### src/rtl/mem_port_arbiter_if.sv
// mem_port_arbiter_if
// Bundles the two requester handshakes, the response bus, the shared memory
// port and the mux select/busy status of the memory port arbiter.
//   master : arbiter side; takes requests, mem_ack and mem_rdata; drives the
//            readies, the response, the memory strobe/payload, sel and busy.
//   slave  : environment side (requesters plus memory); the mirror image.
interface mem_port_arbiter_if;
    logic        req0_valid;
    logic [31:0] req0_addr;
    logic [31:0] req0_wdata;
    logic        req0_we;
    logic        req0_ready;

    logic        req1_valid;
    logic [31:0] req1_addr;
    logic [31:0] req1_wdata;
    logic        req1_we;
    logic        req1_ready;

    logic [31:0] rsp_rdata;
    logic        rsp_err;

    logic        mem_valid;
    logic [31:0] mem_addr;
    logic [31:0] mem_wdata;
    logic        mem_we;
    logic        mem_ack;
    logic [31:0] mem_rdata;

    logic        sel;
    logic        busy;

    modport master (
        input  req0_valid, req0_addr, req0_wdata, req0_we,
        input  req1_valid, req1_addr, req1_wdata, req1_we,
        input  mem_ack, mem_rdata,
        output req0_ready, req1_ready, rsp_rdata, rsp_err,
        output mem_valid, mem_addr, mem_wdata, mem_we, sel, busy
    );

    modport slave (
        output req0_valid, req0_addr, req0_wdata, req0_we,
        output req1_valid, req1_addr, req1_wdata, req1_we,
        output mem_ack, mem_rdata,
        input  req0_ready, req1_ready, rsp_rdata, rsp_err,
        input  mem_valid, mem_addr, mem_wdata, mem_we, sel, busy
    );
endinterface

### src/rtl/mem_port_arbiter.sv
// mem_port_arbiter
// Round-robin arbiter and access sequencer for the CPU's shared 32-bit memory
// port. Requester 0 is instruction fetch, requester 1 is data load/store. One
// access is in flight at a time: IDLE -> ACCESS (until mem_ack or timeout)
// -> DONE (one-cycle ready pulse) -> IDLE.
// Parameters:
//   TIMEOUT : ACCESS cycles without mem_ack before abort (0 = never abort)
//   CW      : timeout counter width, TIMEOUT < 2**CW
// Ports:
//   clk  : clock, rising edge
//   rst  : asynchronous active-high reset
//   bus  : mem_port_arbiter_if.master (requests, response, memory port, sel, busy)
module mem_port_arbiter #(
    parameter int TIMEOUT = 255,
    parameter int CW      = 8
) (
    input  logic                 clk,
    input  logic                 rst,
    mem_port_arbiter_if.master   bus
);

    localparam logic [1:0] IDLE   = 2'd0;
    localparam logic [1:0] ACCESS = 2'd1;
    localparam logic [1:0] DONE   = 2'd2;

    localparam bit            TO_EN    = (TIMEOUT != 0);
    localparam logic [CW-1:0] CNT_LAST = TO_EN ? CW'(TIMEOUT - 1) : '0;

    logic [1:0]    state;
    logic          last_grant;
    logic [CW-1:0] cnt;
    logic          sel_q;
    logic [31:0]   addr_q;
    logic [31:0]   wdata_q;
    logic          we_q;
    logic [31:0]   rdata_q;
    logic          err_q;

    logic          grant_any;
    logic          grant_idx;

    // Round-robin pick: on a tie the requester not served last wins.
    // NOTE: every signal written in an always_comb gets a value on every path
    // (here via the if/else on every branch), otherwise a latch is inferred.
    always_comb begin
        grant_any = bus.req0_valid | bus.req1_valid;
        if (bus.req0_valid && bus.req1_valid)
            grant_idx = ~last_grant;
        else
            grant_idx = bus.req1_valid;
    end

    // NOTE: state registers use non-blocking assignments so every register
    // samples the pre-edge values, independent of statement order.
    always_ff @(posedge clk or posedge rst) begin
        if (rst) begin
            state      <= IDLE;
            last_grant <= 1'b1;
            cnt        <= '0;
            sel_q      <= 1'b0;
            addr_q     <= '0;
            wdata_q    <= '0;
            we_q       <= 1'b0;
            rdata_q    <= '0;
            err_q      <= 1'b0;
        end else begin
            case (state)
                IDLE: begin
                    if (grant_any) begin
                        sel_q   <= grant_idx;
                        addr_q  <= grant_idx ? bus.req1_addr  : bus.req0_addr;
                        wdata_q <= grant_idx ? bus.req1_wdata : bus.req0_wdata;
                        we_q    <= grant_idx ? bus.req1_we    : bus.req0_we;
                        cnt     <= '0;
                        state   <= ACCESS;
                    end
                end
                ACCESS: begin
                    // mem_ack is checked first so it wins over a coinciding timeout.
                    if (bus.mem_ack) begin
                        rdata_q <= bus.mem_rdata;
                        err_q   <= 1'b0;
                        state   <= DONE;
                    end else if (TO_EN && (cnt == CNT_LAST)) begin
                        rdata_q <= '0;
                        err_q   <= 1'b1;
                        state   <= DONE;
                    end else begin
                        cnt <= cnt + CW'(1);
                    end
                end
                DONE: begin
                    last_grant <= sel_q;
                    state      <= IDLE;
                end
                default: state <= IDLE;
            endcase
        end
    end

    // Strobes are decoded from the state register, so an asynchronous reset
    // removes mem_valid, busy and the readies without waiting for a clock.
    assign bus.mem_valid  = (state == ACCESS);
    assign bus.busy       = (state != IDLE);
    assign bus.req0_ready = (state == DONE) && !sel_q;
    assign bus.req1_ready = (state == DONE) &&  sel_q;

    assign bus.sel       = sel_q;
    assign bus.mem_addr  = addr_q;
    assign bus.mem_wdata = wdata_q;
    assign bus.mem_we    = we_q;
    assign bus.rsp_rdata = rdata_q;
    assign bus.rsp_err   = err_q;

endmodule

### src/flat_wrapper.sv
// flat-port wrapper written by rule: the top's interface ports become plain ports
module mem_port_arbiter_flat 
#(
    parameter int TIMEOUT = 255,
    parameter int CW      = 8
)
  (clk, rst, bus_req0_valid, bus_req0_addr, bus_req0_wdata, bus_req0_we, bus_req1_valid, bus_req1_addr, bus_req1_wdata, bus_req1_we, bus_mem_ack, bus_mem_rdata, bus_req0_ready, bus_req1_ready, bus_rsp_rdata, bus_rsp_err, bus_mem_valid, bus_mem_addr, bus_mem_wdata, bus_mem_we, bus_sel, bus_busy);
  mem_port_arbiter_if bus_i ();
  input  logic clk;
  input  logic rst;
  input wire logic [$bits(bus_i.req0_valid)-1:0] bus_req0_valid;
  input wire logic [$bits(bus_i.req0_addr)-1:0] bus_req0_addr;
  input wire logic [$bits(bus_i.req0_wdata)-1:0] bus_req0_wdata;
  input wire logic [$bits(bus_i.req0_we)-1:0] bus_req0_we;
  input wire logic [$bits(bus_i.req1_valid)-1:0] bus_req1_valid;
  input wire logic [$bits(bus_i.req1_addr)-1:0] bus_req1_addr;
  input wire logic [$bits(bus_i.req1_wdata)-1:0] bus_req1_wdata;
  input wire logic [$bits(bus_i.req1_we)-1:0] bus_req1_we;
  input wire logic [$bits(bus_i.mem_ack)-1:0] bus_mem_ack;
  input wire logic [$bits(bus_i.mem_rdata)-1:0] bus_mem_rdata;
  output wire logic [$bits(bus_i.req0_ready)-1:0] bus_req0_ready;
  output wire logic [$bits(bus_i.req1_ready)-1:0] bus_req1_ready;
  output wire logic [$bits(bus_i.rsp_rdata)-1:0] bus_rsp_rdata;
  output wire logic [$bits(bus_i.rsp_err)-1:0] bus_rsp_err;
  output wire logic [$bits(bus_i.mem_valid)-1:0] bus_mem_valid;
  output wire logic [$bits(bus_i.mem_addr)-1:0] bus_mem_addr;
  output wire logic [$bits(bus_i.mem_wdata)-1:0] bus_mem_wdata;
  output wire logic [$bits(bus_i.mem_we)-1:0] bus_mem_we;
  output wire logic [$bits(bus_i.sel)-1:0] bus_sel;
  output wire logic [$bits(bus_i.busy)-1:0] bus_busy;
  assign bus_i.req0_valid = bus_req0_valid;
  assign bus_i.req0_addr = bus_req0_addr;
  assign bus_i.req0_wdata = bus_req0_wdata;
  assign bus_i.req0_we = bus_req0_we;
  assign bus_i.req1_valid = bus_req1_valid;
  assign bus_i.req1_addr = bus_req1_addr;
  assign bus_i.req1_wdata = bus_req1_wdata;
  assign bus_i.req1_we = bus_req1_we;
  assign bus_i.mem_ack = bus_mem_ack;
  assign bus_i.mem_rdata = bus_mem_rdata;
  assign bus_req0_ready = bus_i.req0_ready;
  assign bus_req1_ready = bus_i.req1_ready;
  assign bus_rsp_rdata = bus_i.rsp_rdata;
  assign bus_rsp_err = bus_i.rsp_err;
  assign bus_mem_valid = bus_i.mem_valid;
  assign bus_mem_addr = bus_i.mem_addr;
  assign bus_mem_wdata = bus_i.mem_wdata;
  assign bus_mem_we = bus_i.mem_we;
  assign bus_sel = bus_i.sel;
  assign bus_busy = bus_i.busy;
  mem_port_arbiter #(.TIMEOUT(TIMEOUT), .CW(CW)) u_core (.clk(clk), .rst(rst), .bus(bus_i));
endmodule
### config.mk
export PLATFORM = sky130hd
export DESIGN_NAME = mem_port_arbiter_flat
export DESIGN_NICKNAME = d
export VERILOG_FILES = /design/src/rtl/mem_port_arbiter_if.sv /design/src/rtl/mem_port_arbiter.sv /design/src/flat_wrapper.sv
export SDC_FILE = /design/constraint.sdc
export NUM_CORES = 1
export LEC_CHECK = 0
export BUFFER_PORTS_ARGS = -buffer_cell sky130_fd_sc_hd__buf_2
export CELL_PAD_IN_SITES_DETAIL_PLACEMENT = 2
export CELL_PAD_IN_SITES_GLOBAL_PLACEMENT = 2
export CORE_MARGIN = 2
export CORE_UTILIZATION = 26
export CTS_CLUSTER_DIAMETER = 30
export DETAILED_ROUTE_END_ITERATION = 6
export MAX_ROUTING_LAYER = met4
export PLACE_DENSITY_LB_ADDON = 0.2
export SYNTH_ARGS = -nofsm -noshare
export SYNTH_HDL_FRONTEND = slang
export SYNTH_SLANG_ARGS = --single-unit
### constraint.sdc
create_clock -name clk -period 4 [get_ports clk]
set_clock_uncertainty 0.05 [all_clocks]
set_input_delay 0.8 -clock clk [delete_from_list [all_inputs] [get_ports clk]]
set_output_delay 0.8 -clock clk [all_outputs]
set_load 0.1 [all_outputs]
# After elaboration in Yosys (flattened, before gate mapping)
# Cells that the tools add are included.
[op_classes] add_sub_neg=1 eq_ne=7 muxes=16 bitwise_logic=2 n_reduce_logical=12
[op_table] cell="32-bit two-way mux" n=4
[op_table] cell="8-bit two-way mux" n=3
[op_table] cell="8-bit case mux with 2 select lines" n=1
[op_table] cell="8-bit by 1-bit adder with 8-bit output, second input constant" n=1
[op_table] cell="8-bit == test, second input constant" n=1
[op_table] cell="2-bit two-way mux" n=3
[op_table] cell="2-bit AND reduction" n=3
[op_table] cell="2-bit nonzero test" n=3
[op_table] cell="1-bit two-way mux" n=4
[op_table] cell="2-bit inequality test, second input constant" n=2
[op_table] cell="2-bit case mux with 2 select lines" n=1
[op_table] cell="4-bit AND reduction" n=1
[op_table] cell="1-bit logical AND" n=3
[op_table] cell="3-bit by 2-bit inequality test with 1-bit output, second input constant" n=1
[op_table] cell="2-bit by 1-bit == test with 1-bit output, second input constant" n=1
[op_table] cell="2-bit == test, second input constant" n=1
[op_table] cell="2-bit zero test" n=1
[op_table] cell="2-bit by 1-bit inequality test with 1-bit output, second input constant" n=1
[op_table] cell="1-bit zero test" n=1
[op_table] cell="1-bit NOT" n=1
[op_table] cell="1-bit OR" n=1
[totals] reg_bits=110 inputBits=167 output_inout_bits=103 wordCells=47

# Logic depth before layout (Yosys ltp)
# Gate-level depths: netlist of the first run.
[depth] ltp_word=4 mapped_depth=7 depth_no_buf=7

# Least setup slack after synthesis of the first run
# No wires, ideal clock.
[synth_timing] kind="reg2out" start="register u_core.sel_q, in the netlist u_core.bus.sel" end="output bus_req1_ready" t_arrival_ns=2.369 required_ns=3.150 path_slack_ns=0.781 stages_incl_launch_ff=3 n_path_buf=0 cell_sequence="dfrtp_1 -> inv_1 -> nor2_1"
[synth_via] elab_chain_cells=1
[synth_rtl] item="from (decl)" line_no="mem_port_arbiter.sv:32" source="logic sel_q;"
[synth_rtl] item="from (signal assigned)" line_no="mem_port_arbiter.sv:70" source="sel_q <= grant_idx;"
[synth_rtl] item="1-bit logical AND" line_no="mem_port_arbiter.sv:106" source="assign bus.req1_ready = (state == DONE) && sel_q;"
[synth_rtl] item="to (decl)" line_no="flat_wrapper.sv:22" source="output wire logic [$bits(bus_i.req1_ready)-1:0] bus_req1_ready;"
# Every way passes these cells.

# Final worst setup path of the first run
[layout_timing] start="register u_core.state[1]" end="output bus_mem_valid"
[layout_via] elab_chain_cells=1
[layout_rtl] item="from (decl)" line_no="mem_port_arbiter.sv:29" source="logic [1:0] state;"
[layout_rtl] item="from (signal assigned)" line_no="mem_port_arbiter.sv:57" source="state <= IDLE;"
[layout_rtl] item="from (signal assigned)" line_no="mem_port_arbiter.sv:75" source="state <= ACCESS;"
[layout_rtl] item="from (signal assigned)" line_no="mem_port_arbiter.sv:83" source="state <= DONE;"
[layout_rtl] item="2-bit by 1-bit == test with 1-bit output" line_no="mem_port_arbiter.sv:103" source="assign bus.mem_valid = (state == ACCESS);"
[layout_rtl] item="to (decl)" line_no="flat_wrapper.sv:25" source="output wire logic [$bits(bus_i.mem_valid)-1:0] bus_mem_valid;"
# Every way passes these cells.

==> results of run 1 <==
## per-stage QoR
step,hold WS [ns],cell area (um2)
finish,0.429,6660
global route,0.467,6660
CTS,0.436,6660
detailed placement,0.419,6370
global placement,0.408,6370
floorplan,0.423,4810
## worst max-delay path: stages, from the launching register on
cell and delay (ns):
dfrtp_1 0.39, nand2b_1 0.26, inv_2 0.19, buf_2 0.45
## registers in the layout, summed over array words and instances, names as in the netlist
signal,flops
u_core.bus.rsp_rdata,32
u_core.bus.mem_wdata,32
u_core.state,2
u_core.bus.sel,1
u_core.bus.mem_addr,32
u_core.last_grant,1
u_core.cnt,8
u_core.bus.rsp_err,1
u_core.bus.mem_we,1
## layout make-up
cell class	count	area (um2)
clock buffer	9	225
clock inverter	7	72.6
fill	2030	11400
inverter	9	38.8
multi-input combinational	280	1870
sequential	110	2750
tap	229	287
timing repair buffer	275	1420
## worst min-delay path by stage
stage / slack [ns] / to / cells past startpoint / startpoint
floorplan: 0.42 / u_core.cnt[6] / 1 / u_core.cnt[6]
global placement: 0.41 / u_core.bus.mem_wdata[6] / 2 / u_core.bus.mem_wdata[6]
detailed placement: 0.42 / u_core.bus.mem_wdata[11] / 2 / u_core.bus.mem_wdata[11]
CTS: 0.44 / u_core.bus.mem_wdata[11] / 2 / u_core.bus.mem_wdata[11]
global route: 0.47 / u_core.bus.rsp_rdata[9] / 1 / u_core.bus.rsp_rdata[9]
finish: 0.43 / u_core.bus.mem_wdata[23] / 2 / u_core.bus.mem_wdata[23]
## metal layers
layer	vias up	global-route usage [%]
met5	-	-
met4	0	4.78
met3	8	4.68
met2	186	27.7
met1	2063	19.8
li1	2023	-
## cells by family after synthesis
family	Yosys count	synth area share [%]
AOI/OAI and AO/OA	123	16.5
adders and majority gates	2	0.520
buffers and inverters	36	4.37
DFF	110	57.2
muxes	65	13.5
and+or+nand+nor	90	7.85
## cells in the final DEF, fill, tap and decap left out, types with 4 or more instances in the layout
cell type,count
dfrtp_1,109
mux2i_1,65
o21ai_0,62
clkbuf_16,9
nor2_1,7
o21ai_1,7
a21oi_1,5
inv_1,6
a22o_1,32
nand2_1,71
buf_2,269
buf_4,4
nand3_1,4
==> metrics, run 1 <==
outcome finished, violations left; violated checks DRC; GRT Resource Usage Total about 17%; M1 WL about 6500 um; Post-CTS Resized 0; H-Tree Level Count 3; cell taking the most area after synthesis dfrtp_1; Post-CTS Setup Bufs 0; most frequent cell after synthesis dfrtp_1; Worst-Margin Slew 0.611 ns; Post-Syn Area just under 5000 um2; Die Ht 140 um; Critical Path Start u_core.state[1]; GRT overflow 0; FF+latch count, synth 110; sequential-to-total area share from yosys stat 57.2%; final setup vio count 0; root buf cell clkbuf_16; Crit Path Class flop to output port; Startpoint Class flop; Max Cap Viol 0; Post-synth ARST share 100%; Critical Path RT 3.15 ns; Starting Density 26.6%; initial antenna violation count 0; port bufs 269; predominant post-synthesis flop cell dfrtp_1; Hold WC Path Type flop to flop; synthesized net count around 600; Critical Path AT between 1.5 and 2 ns; worst-skew pair later-pin latency ~0.35 ns; synth cell count leaders dfrtp_1 (109), nand2_1 (71), mux2i_1 (65); ANT nets after route 0; Core Area 18,100 um2; Max clock buf depth 2; worst reg-to-reg path cell count 5; Die ar. between 15,000 and 20,000 um2; RSZ-0062 raised after global routing no; CTS tree built; fin crit period around 2.5 ns; area growth from synthesis to layout 38.4%; ANT cells 0; max-slew violations 0; top routing layer in use met4; top post-synthesis cells by area dfrtp_1 (57%), mux2i_1 (14%), o21ai_0 (6.4%); DRT Pass-1 Iters 6; vias in the first global route 4,753; DR vias/cell 4.66; crit path capture bus_mem_valid; Iter 0 DRT Violations between 150 and 200; drt wl/cell roughly 17 um; share of post-route cells with drive strength above 1 between 40% and 50%; Final Cycle Share between 60% and 70%; TritonCTS Buffers 9; CTS sink cnt 110; post-route insts no fill 919; Syn Area/Cell roughly 11 um2; crit path capture type output port; num rows 49; setup tns final 0 ns; pre-CTS setup slack about 1.5 ns; first-pass GRT wire length approximately 25,000 um; Post-Synthesis Cells 426; highest clock rate 401 MHz; Post-Place Cells between 900 and 1,000; RR Endpoint u_core.bus.mem_wdata[5]; Post-Route WL between 15,000 and 20,000 um; routed length on met2 approximately 7700 um; post-synth top area share between 50% and 60%; Post-synth EDFFs 0; relative slew slack between 50% and 60%; Clock transition at path regs ~0.07 ns; met3 wire length ~1400 um; reg-to-reg slack, setup between 2 and 2.5 ns; HPWL after DPL 12,100 um; Final #Nets ~850; Final Core Density between 30 and 40%; Die X-Extent ~140 um; # hold bufs at CTS 0; Final Hold Vio Count 0; r2r startpoint u_core.state[0]; remaining routing DRC violations 24; CP Max Fanout 8; largest net degree at the start of global routing between 60 and 70; DR vias approximately 4,300; distinct cell type count after synthesis 34; placer congestion estimate between 0.7 and 0.8; YS warnings 0; IO Pins 270; setup ws final 1.51 ns
Power of run 1 is left out: the tool's default activity adds up to more than one toggle a clock period on the data nets, which glitch-free logic cannot reach.
==> run 2, diff against run 1 <==
- clock period: 4 -> 2.5 ns (I/O delays scaled with it)
==> run 2 against run 1 <==
  * The run still ends with DRC left
  * Die area stayed put
  * Sequential cell count did not move
  * First-iteration DRC count increased by 4.4%
  * Hold slack worse by 0.24 ns
  * Count of clock-buffer cells in the layout increased by 3
  * Global-route usage rose by 0.63 points
  * Utilization barely moved
  * Via count up 0.49%
  * Largest cell class unchanged
==> metrics, run 2 (same netlist as run 1, synthesis figures left out) <==
TritonCTS Buffers 9 (unchanged); DR vias 4,301 (+0.49%); setup ws final 0.345 ns (-1.16 ns); pre-CTS setup slack 0.624 ns (-0.916 ns); RSZ-0062 raised after global routing no; Starting Density 26.6% (unchanged); Post-Route WL 16,300 um (+3.3%); DRT Pass-1 Iters 6 (unchanged); CP Max Fanout 8 (unchanged); GRT Resource Usage Total 17.3% (+0.63 points); relative slew slack 65.7% (+6.6 points); most common cell after layout, fill and taps aside buf_2; worst hold slack 0.194 ns (-0.236 ns); initial antenna violation count 1 (+1); Iter 0 DRT Violations 167 (+4.4%); Post-CTS Resized 0 (unchanged); Max clock buf depth 2 (unchanged); H-Tree Level Count 3 (unchanged); Reg area 2750 um2 (unchanged); root buf cell clkbuf_16; Final Cycle Share 86.2%; violated checks DRC; IO Pins 270 (unchanged); Final Core Density 36.8% (about the same); area growth from synthesis to layout 38.4% (about the same); crit path capture type output port; highest clock rate around 460 MHz; worst-skew pair later-pin latency 0.35 ns (about the same); remaining routing DRC violations 23 (-4.2%); first-pass GRT wire length 25,900 um (+3.4%); max-slew violations 0 (unchanged); CP max stage cell buf_2; Max Cap Viol 0 (unchanged); ANT nets after route 0 (unchanged); Hold WC Path Type input pin to asynchronous set/reset pin; M1 WL 6690 um (+2.8%); area of the multi-input gates 1880 um2 (+0.27%); Die Ht 140 um (unchanged); placer congestion estimate 0.749 (-3.5%); port bufs 269 (unchanged); Die ar. 19,600 um2 (unchanged); GRT overflow 0 (unchanged); max incr delay on CP 0.45 ns (about the same); Core Area 18,100 um2 (unchanged); Worst-Margin Slew 0.518 ns (-0.0931 ns); fin crit period approximately 2.2 ns; most frequent cells in the layout buf_2 (269), dfrtp_1 (109), nand2_1 (71), mux2i_1 (65), o21ai_0 (62); Post-CTS Setup Bufs 0 (unchanged); Final Hold Vio Count 0 (unchanged); HPWL after DPL 12,500 um (+3.8%); crit-path cells nand2b_1, inv_2, buf_2; DR vias/cell 4.66 (+0.16%); Die X-Extent 140 um (unchanged); final setup vio count 0 (unchanged); Critical Path AT 1.61 ns (-0.03 ns); CTS sink cnt 110 (unchanged); drt wl/cell 17.6 um (+3.0%); Startpoint Class flop; routed length on met2 7970 um (+3.1%); # hold bufs at CTS 0 (unchanged); largest net degree at the start of global routing 87 (+30%); met3 wire length 1320 um (-2.0%); Crit Path Class flop to output port; Final #Nets 856 (+0.23%); num rows 49 (unchanged); Critical Path RT 1.95 ns (-1.20 ns); vias in the first global route 4,848 (+2.0%); Layout fillers 2,022 (-0.39%); outcome finished, violations left; setup tns final 0 ns (unchanged); share of post-route cells with drive strength above 1 44.1% (about the same); Clock transition at path regs 0.07 ns (about the same); CTS tree built; top routing layer in use met4
## run 2: cell count changes in the layout (fill, tap and decap cells not counted)
cell        delta
clkinv_2       +1
clkbuf_1       +3
nor2_2         +2
bufinv_16      -1
diode_2        +1
inv_4          -1
buf_4          +1
nor2_1         -2
inv_6          -1
buf_12         +1
clkinvlp_4     -1
## run 2: per-layer routing
metal	vias to the layer above	track usage, %
met5	-	-
met4	0	5.64
met3	18	4.85
met2	186	29.0
met1	2074	20.1
li1	2023	-
## run 2: per-stage QoR
stage	cell area, um2	cells
floorplan	4820	426
global placement	6400	905
detailed placement	6400	905
CTS	6660	921
global route	6660	922
finish	6660	922
## run 2: area by class of cell
class	instances	share of cell area, %
flip-flops and latches	110	41.3
multi-input cells	280	28.2
repair buffers	277	21.7
well taps	229	4.30
clock buffers	12	3.55
inverters	9	0.601
clock inverters	4	0.357
diodes	1	0.0376
## run 2: final timing paths
path | startpoint | to | slack (ns) | depth (start not counted)
worst max-delay path | u_core.state[1] | bus_mem_valid | 0.34 | 3
worst min-delay path | rst | u_core.bus.mem_wdata[23] | 0.19 | 3
worst max register to register | u_core.cnt[0] | u_core.bus.rsp_rdata[20] | 0.69 | 7
worst min register to register | u_core.bus.mem_wdata[29] | u_core.bus.mem_wdata[29] | 0.43 | 2
max in group asynchronous | rst | u_core.last_grant | 1.80 | 3
min in group clk | bus_mem_rdata[2] | u_core.bus.rsp_rdata[2] | 0.32 | 2
## run 2: critical path: cells and delay by family (launching register included)
kind	cells	cell delay (ns)
and+or+nand+nor	1	0.24
DFF	1	0.39
buffers and inverters	2	0.63
Power of run 2 is left out for the same reason.
